--- src/rtl/fp_norm_shift_pipe_if.sv ---
// ============================================================================
// Module  : fp_norm_shift_pipe_if
// Purpose : Handshake and data bundle between the adder, the normalizer and
//           the rounding stage.
// Rev     : 1.0
// ============================================================================
`default_nettype none

interface fp_norm_shift_pipe_if #(
  parameter int MW = 32,
  parameter int EW = 8
);
  logic          InValid;
  logic          InReady;
  logic [MW-1:0] Sum;
  logic [EW-1:0] Exp;
  logic          OutValid;
  logic          OutReady;
  logic [MW-1:0] Mnorm;
  logic [EW-1:0] ExpNorm;
  logic [4:0]    NormShift;
  logic          Zero;
  logic          Underflow;

  modport master (
    output InValid, Sum, Exp, OutReady,
    input  InReady, OutValid, Mnorm, ExpNorm, NormShift, Zero, Underflow
  );

  modport slave (
    input  InValid, Sum, Exp, OutReady,
    output InReady, OutValid, Mnorm, ExpNorm, NormShift, Zero, Underflow
  );
endinterface

`default_nettype wire

--- src/rtl/fp_norm_shift_pipe.sv ---
// ============================================================================
// Module  : fp_norm_shift_pipe
// Purpose : Two-stage post-add normalizer: coarse left shift (16|12|8|4), then
//           fine shift (3|2|1), exponent clamped at zero (denormal result).
// Rev     : 1.0
// ============================================================================
`default_nettype none

module fp_norm_shift_pipe #(
  parameter int MW = 32,
  parameter int EW = 8
) (
  input  logic                 clk,
  input  logic                 rst_n,
  fp_norm_shift_pipe_if.slave  bus
);

  // Stage-1 combinational analysis
  logic [5:0]    lzc;
  logic          sum_nz;
  logic          under;
  logic [4:0]    s_amt;
  logic [MW-1:0] m16;
  logic [MW-1:0] m_coarse;
  logic [EW-1:0] exp_norm;

  // Handshake
  logic load2;
  logic load1;

  // Stage 1 registers
  logic          s1_valid_q, s1_valid_d;
  logic [MW-1:0] s1_mant_q,  s1_mant_d;
  logic [4:0]    s1_s_q,     s1_s_d;
  logic [EW-1:0] s1_exp_q,   s1_exp_d;
  logic          s1_zero_q,  s1_zero_d;
  logic          s1_unf_q,   s1_unf_d;

  // Stage 2 (output) registers
  logic          out_valid_q, out_valid_d;
  logic [MW-1:0] mnorm_q,     mnorm_d;
  logic [4:0]    nshift_q,    nshift_d;
  logic [EW-1:0] exp_norm_q,  exp_norm_d;
  logic          zero_q,      zero_d;
  logic          unf_q,       unf_d;

  // Scanning up from the LSB leaves the count for the highest set bit.
  always_comb begin
    lzc = 6'd32;
    for (int i = 0; i < MW; i++) begin
      if (bus.Sum[i]) lzc = 6'(MW - 1 - i);
    end
  end

  // When the floor limits the shift, Exp < LZC <= 31, so Exp fits in 5 bits.
  always_comb begin
    sum_nz   = |bus.Sum;
    under    = sum_nz && (32'(lzc) > 32'(bus.Exp));
    s_amt    = !sum_nz ? 5'd0 : (under ? bus.Exp[4:0] : lzc[4:0]);
    exp_norm = !sum_nz ? '0 : (bus.Exp - EW'(s_amt));
    m16      = s_amt[4] ? (bus.Sum << 16) : bus.Sum;
    m_coarse = m16 << {s_amt[3:2], 2'b00};
  end

  assign load2       = !out_valid_q || bus.OutReady;
  assign load1       = !s1_valid_q || load2;
  assign bus.InReady = load1;

  always_comb begin
    s1_valid_d = s1_valid_q;
    s1_mant_d  = s1_mant_q;
    s1_s_d     = s1_s_q;
    s1_exp_d   = s1_exp_q;
    s1_zero_d  = s1_zero_q;
    s1_unf_d   = s1_unf_q;
    if (load1) begin
      s1_valid_d = bus.InValid;
      if (bus.InValid) begin
        s1_mant_d = m_coarse;
        s1_s_d    = s_amt;
        s1_exp_d  = exp_norm;
        s1_zero_d = !sum_nz;
        s1_unf_d  = under;
      end
    end
  end

  always_comb begin
    out_valid_d = out_valid_q;
    mnorm_d     = mnorm_q;
    nshift_d    = nshift_q;
    exp_norm_d  = exp_norm_q;
    zero_d      = zero_q;
    unf_d       = unf_q;
    if (load2) begin
      out_valid_d = s1_valid_q;
      if (s1_valid_q) begin
        mnorm_d    = s1_mant_q << s1_s_q[1:0];
        nshift_d   = s1_s_q;
        exp_norm_d = s1_exp_q;
        zero_d     = s1_zero_q;
        unf_d      = s1_unf_q;
      end
    end
  end

  always_ff @(posedge clk or negedge rst_n) begin
    if (!rst_n) begin
      s1_valid_q  <= 1'b0;
      s1_mant_q   <= '0;
      s1_s_q      <= '0;
      s1_exp_q    <= '0;
      s1_zero_q   <= 1'b0;
      s1_unf_q    <= 1'b0;
      out_valid_q <= 1'b0;
      mnorm_q     <= '0;
      nshift_q    <= '0;
      exp_norm_q  <= '0;
      zero_q      <= 1'b0;
      unf_q       <= 1'b0;
    end else begin
      s1_valid_q  <= s1_valid_d;
      s1_mant_q   <= s1_mant_d;
      s1_s_q      <= s1_s_d;
      s1_exp_q    <= s1_exp_d;
      s1_zero_q   <= s1_zero_d;
      s1_unf_q    <= s1_unf_d;
      out_valid_q <= out_valid_d;
      mnorm_q     <= mnorm_d;
      nshift_q    <= nshift_d;
      exp_norm_q  <= exp_norm_d;
      zero_q      <= zero_d;
      unf_q       <= unf_d;
    end
  end

  assign bus.OutValid  = out_valid_q;
  assign bus.Mnorm     = mnorm_q;
  assign bus.NormShift = nshift_q;
  assign bus.ExpNorm   = exp_norm_q;
  assign bus.Zero      = zero_q;
  assign bus.Underflow = unf_q;

endmodule

`default_nettype wire

--- src/flat_wrapper.sv ---
// flat-port wrapper written by rule: the top's interface ports become plain ports
module fp_norm_shift_pipe_flat 
#(
  parameter int MW = 32,
  parameter int EW = 8
)
  (clk, rst_n, bus_InValid, bus_Sum, bus_Exp, bus_OutReady, bus_InReady, bus_OutValid, bus_Mnorm, bus_ExpNorm, bus_NormShift, bus_Zero, bus_Underflow);
  fp_norm_shift_pipe_if #(.MW(MW), .EW(EW)) bus_i ();
  input  logic clk;
  input  logic rst_n;
  input wire logic [$bits(bus_i.InValid)-1:0] bus_InValid;
  input wire logic [$bits(bus_i.Sum)-1:0] bus_Sum;
  input wire logic [$bits(bus_i.Exp)-1:0] bus_Exp;
  input wire logic [$bits(bus_i.OutReady)-1:0] bus_OutReady;
  output wire logic [$bits(bus_i.InReady)-1:0] bus_InReady;
  output wire logic [$bits(bus_i.OutValid)-1:0] bus_OutValid;
  output wire logic [$bits(bus_i.Mnorm)-1:0] bus_Mnorm;
  output wire logic [$bits(bus_i.ExpNorm)-1:0] bus_ExpNorm;
  output wire logic [$bits(bus_i.NormShift)-1:0] bus_NormShift;
  output wire logic [$bits(bus_i.Zero)-1:0] bus_Zero;
  output wire logic [$bits(bus_i.Underflow)-1:0] bus_Underflow;
  assign bus_i.InValid = bus_InValid;
  assign bus_i.Sum = bus_Sum;
  assign bus_i.Exp = bus_Exp;
  assign bus_i.OutReady = bus_OutReady;
  assign bus_InReady = bus_i.InReady;
  assign bus_OutValid = bus_i.OutValid;
  assign bus_Mnorm = bus_i.Mnorm;
  assign bus_ExpNorm = bus_i.ExpNorm;
  assign bus_NormShift = bus_i.NormShift;
  assign bus_Zero = bus_i.Zero;
  assign bus_Underflow = bus_i.Underflow;
  fp_norm_shift_pipe #(.MW(MW), .EW(EW)) u_core (.clk(clk), .rst_n(rst_n), .bus(bus_i));
endmodule
--- config.mk ---
export PLATFORM = sky130hd
export DESIGN_NAME = fp_norm_shift_pipe_flat
export DESIGN_NICKNAME = d
export VERILOG_FILES = /design/src/rtl/fp_norm_shift_pipe_if.sv /design/src/rtl/fp_norm_shift_pipe.sv /design/src/flat_wrapper.sv
export SDC_FILE = /design/constraint.sdc
export NUM_CORES = 1
export LEC_CHECK = 0
export BUFFER_PORTS_ARGS = -buffer_cell sky130_fd_sc_hd__buf_4
export CORE_AREA = 2 2 100 102
export CTS_BUF_LIST = sky130_fd_sc_hd__clkbuf_4 sky130_fd_sc_hd__clkbuf_8
export CTS_CLUSTER_DIAMETER = 120
export DETAILED_ROUTE_END_ITERATION = 8
export DIE_AREA = 0 0 102 104
export PLACE_DENSITY = 0.86
export SLEW_MARGIN = 25
export SYNTH_ARGS = -nofsm -noshare
export SYNTH_HDL_FRONTEND = slang
export SYNTH_SLANG_ARGS = --single-unit
--- constraint.sdc ---
create_clock -name clk -period 4.35 [get_ports clk]
set_input_delay 0 -clock clk [delete_from_list [all_inputs] [get_ports clk]]
set_output_delay 0 -clock clk [all_outputs]
set_load 0.1 [all_outputs]
==> impl_metrics.py <==
metrics = {
    "synthesis": {
        "ys_seq_area_share_pct": 40.4,
        "ys_types": 64,
        "ys_warn_count": 0,
        "synth_edf_count": 0,
        "synth_area_per_cell_um2": 10.4,
        "synth_seq_cells": 96,
        "async_reset_ff_share_pct": 100,
        "netlist_area_mm2": 0.00594,
        "netlist_instances": 569,
        "synth_nets": 626,
        "synthFlopType": "dfrtp_1",
    },
    "hold_path": {
        "min_path_type": "input pin to flip-flop",
        "worstHoldEndpoint": "u_core.s1_mant_q[4]",
        "hold_depth": 3,
        "min_from": "bus_Sum[4]",
    },
    "routing": {
        "vias_per_cell": 6.62,
        "vias": 5447,
        "routed_wl_um": 18000,
        "drc": 0,
        "drt-wirelength-per-cell_um": 21.9,
        "drt_first_pass_iters": 5,
        "drt_iter0_markers": 471,
        "ant_nets": 0,
    },
    "placed_design": {
        "placedCellCount": 798,
        "dp_hpwl_um": 13200,
        "gp_congestion": 0.974,
        "portBuffers": 92,
    },
    "clocking": {
        "path_clk_slew_ns": 0.09,
        "cts_setup_buffers": 0,
        "htree_num_levels": 3,
        "clock-sinks": 96,
        "cts_tree": "yes",
        "cts_root_buf": "clkbuf_8",
        "insertion_delay_ns": 0.36,
        "clockBufferDepth": 2,
        "cts_buffers": 9,
    },
    "sta": {
        "setup_viol": 0,
        "finalCritPeriodShare_pct": 92.8,
        "fin_skew_ns": 0.00830,
        "min_period_ns": 4.04,
        "fin_tns_setup_ns": 0,
        "slew_viol_final": 0,
        "fmax_mhz": 248,
        "worst_slew_pin_slew_ns": 0.896,
        "rsz0062_at_grt": "no",
        "final.hold.worst_slack_ns": 0.0172,
        "hold_viol": 0,
        "max_slew_margin_pct": 40.2,
    },
    "run": {
        "cap_violations": 0,
    },
    "floorplanning": {
        "ios": 93,
        "die_h_um": 104,
        "fp-row-count": 36,
        "start_util_pct": 62.2,
        "fp.dieArea_mm2": 0.0106,
        "die_x_um": 102,
        "coreArea_mm2": 0.00955,
    },
    "power_and_ir_drop": {
        "total_power_uw": 3810,
        "vdd_drop_max_uv": 394,
        "leakagePower_uw": 0.00321,
        "power_density_mw_per_mm2": 521,
    },
    "grt": {
        "antenna_found_initial": 0,
        "grt_pass1_vias": 5365,
        "overflow": 0,
        "grt_pass1_wl_um": 28600,
        "grtUsageTotal_pct": 34.9,
        "grt_max_degree": 71,
    },
    "final_layout": {
        "fillers": 639,
        "diodes": 0,
        "final_util_pct": 76.4,
        "finalNonFillerCells": 823,
        "multi_input_area_mm2": 0.00330,
        "nets": 742,
        "drive_gt1_share_pct": 34.6,
        "register_area_mm2": 0.00241,
        "synthToLayoutAreaGrowth_pct": 22.9,
    },
    "worst_setup_path": {
        "rr_worst_depth": 4,
        "cp.required_ns": 4.60,
        "cp-end-kind": "flip-flop",
        "r2r-end": "u_core.s1_mant_q[13]",
        "worst_r2r_startpoint": "u_core.s1_valid_q",
        "worst-path-max-fanout": 6,
        "arrival_ns": 4.29,
        "path_class": "input pin to flip-flop",
        "start_kind": "input pin",
        "rrSetupSlack_ns": 2.46,
    },
    "run_status": {
        "outcome": "finished clean",
    },
}
-- report_power, final --
| group | leakage, uW | switching (uW) | internal (uW) |
|---|---|---|---|
| Clock | 0.000117 | 306 | 395 |
| Combinational | 0.00190 | 1350 | 498 |
| Sequential | 0.00119 | 174 | 1090 |
| Total | 0.00321 | 1830 | 1980 |
-- cells in the final DEF, fill, tap and decap left out, types with 8 or more instances in the layout --
master and count:
a211oi_1 9, a21oi_1 28, buf_4 132, clkbuf_8 9
dfrtp_1 95, dlygate4sd3_1 9, ha_1 12, inv_1 23
mux2_2 46, mux2i_1 11, mux4_2 26, nand2_1 57
nand3_1 9, nor2_1 24, nor3_1 12, nor4_1 8
o211ai_1 11, o21ai_0 41, o221ai_1 14, o31ai_1 14
-- worst max path at each step --
stage | end | slack, ns | startpoint
6_report | u_core.s1_exp_q[6] | 0.31 | bus_Sum[3]
5_1_grt | u_core.s1_exp_q[7] | 0.01 | bus_Sum[3]
4_1_cts | u_core.s1_exp_q[7] | 0.15 | bus_Sum[3]
3_5_place_dp | u_core.s1_exp_q[7] | -0.22 | bus_Sum[3]
3_3_place_gp | u_core.s1_exp_q[7] | 0.09 | bus_Sum[3]
2_1_floorplan | u_core.s1_exp_q[7] | 0.03 | bus_Sum[21]
-- cells in the mapped netlist, drive strengths merged, types with 3 or more instances --
cell type  count  area share [%]
nand2         59             3.8
dfrtp         96              40
mux2          46             8.7
mux2i         11             1.9
and2           6            0.63
a32o           4            0.67
o21ai         46             3.9
nor4          11             1.5
o211ai        13             1.8
a32oi          4            0.59
xnor2          5            0.74
clkbuf        22             1.4
nor2b          5            0.53
nor3          13             1.2
mux4          26             9.9
o221ai        14             2.1
or4            5            0.76
o31ai         15             2.0
nor2          24             1.5
o2111ai        5            0.74
buf           14             1.3
ha            12             2.5
and4           3            0.44
nand3         10            0.93
nand2b         4            0.42
inv           25             1.6
a21oi         28             2.4
a211oi        10             1.3
o22ai          3            0.32
-- worst max-delay path: stages --
cell      delay, ns
buf_4          0.12
o311ai_0       0.35
a211oi_1       0.13
o311a_1        0.29
o21ai_0        0.16
buf_4          0.15
nand2_1        0.06
a211oi_2       0.25
ha_1           0.27
nand2b_1       0.07
a21oi_1        0.07
o211a_1        0.30
o41ai_1        0.33
a21oi_1        0.09
or2_2          0.30
buf_4          0.14
fa_1           0.38
a21oi_1        0.15
o21bai_1       0.12
a211oi_1       0.30
xnor2_1        0.16
o21ai_0        0.09
-- per-stage QoR --
step                area [um^2]  setup WS (ns)
finish                     7300          0.314
detailed placement         6950         -0.218
global placement           6950         0.0871
floorplan                  5960         0.0340
global route               7300         0.0124
CTS                        7290          0.153
-- layer usage --
metal,share of wire (%),track usage (%)
met2,49,55.9
met4,3.2,12.8
met5,0,0
met3,8.9,5.98
met1,39,47.7
-- cell families after synthesis --
family,Yosys count,synth area share (%)
compound gates,160,18.3
xor+xnor,5,0.737
fa+ha+maj,13,2.86
buf+inv,62,4.36
flops,96,40.4
mux,83,20.4
simple gates,150,12.8
-- flip-flops by register name (all words and copies together), names as in the netlist, 5 cells and up --
register / cells
u_core.bus.Mnorm: 32
u_core.s1_mant_q: 32
u_core.bus.ExpNorm: 8
u_core.s1_exp_q: 8
u_core.bus.NormShift: 5
u_core.s1_s_q: 5
-- area by class of cell --
type | instances | area share (%)
clock buffer | 11 | 1.90
clock inverter | 5 | 1.44
inverter | 26 | 1.34
multi-input combinational | 411 | 45.3
sequential | 96 | 33.0
tap | 133 | 2.28
timing repair buffer | 141 | 14.8
-- what timing repair did --
action                                 in CTS  in global routing
hold buffers                                9                  0
endpoints found under the hold margin      33                  0
gates resized for setup                     0                  3
setup endpoints to repair                   0                  2
Power figures use the tool's default switching activity.
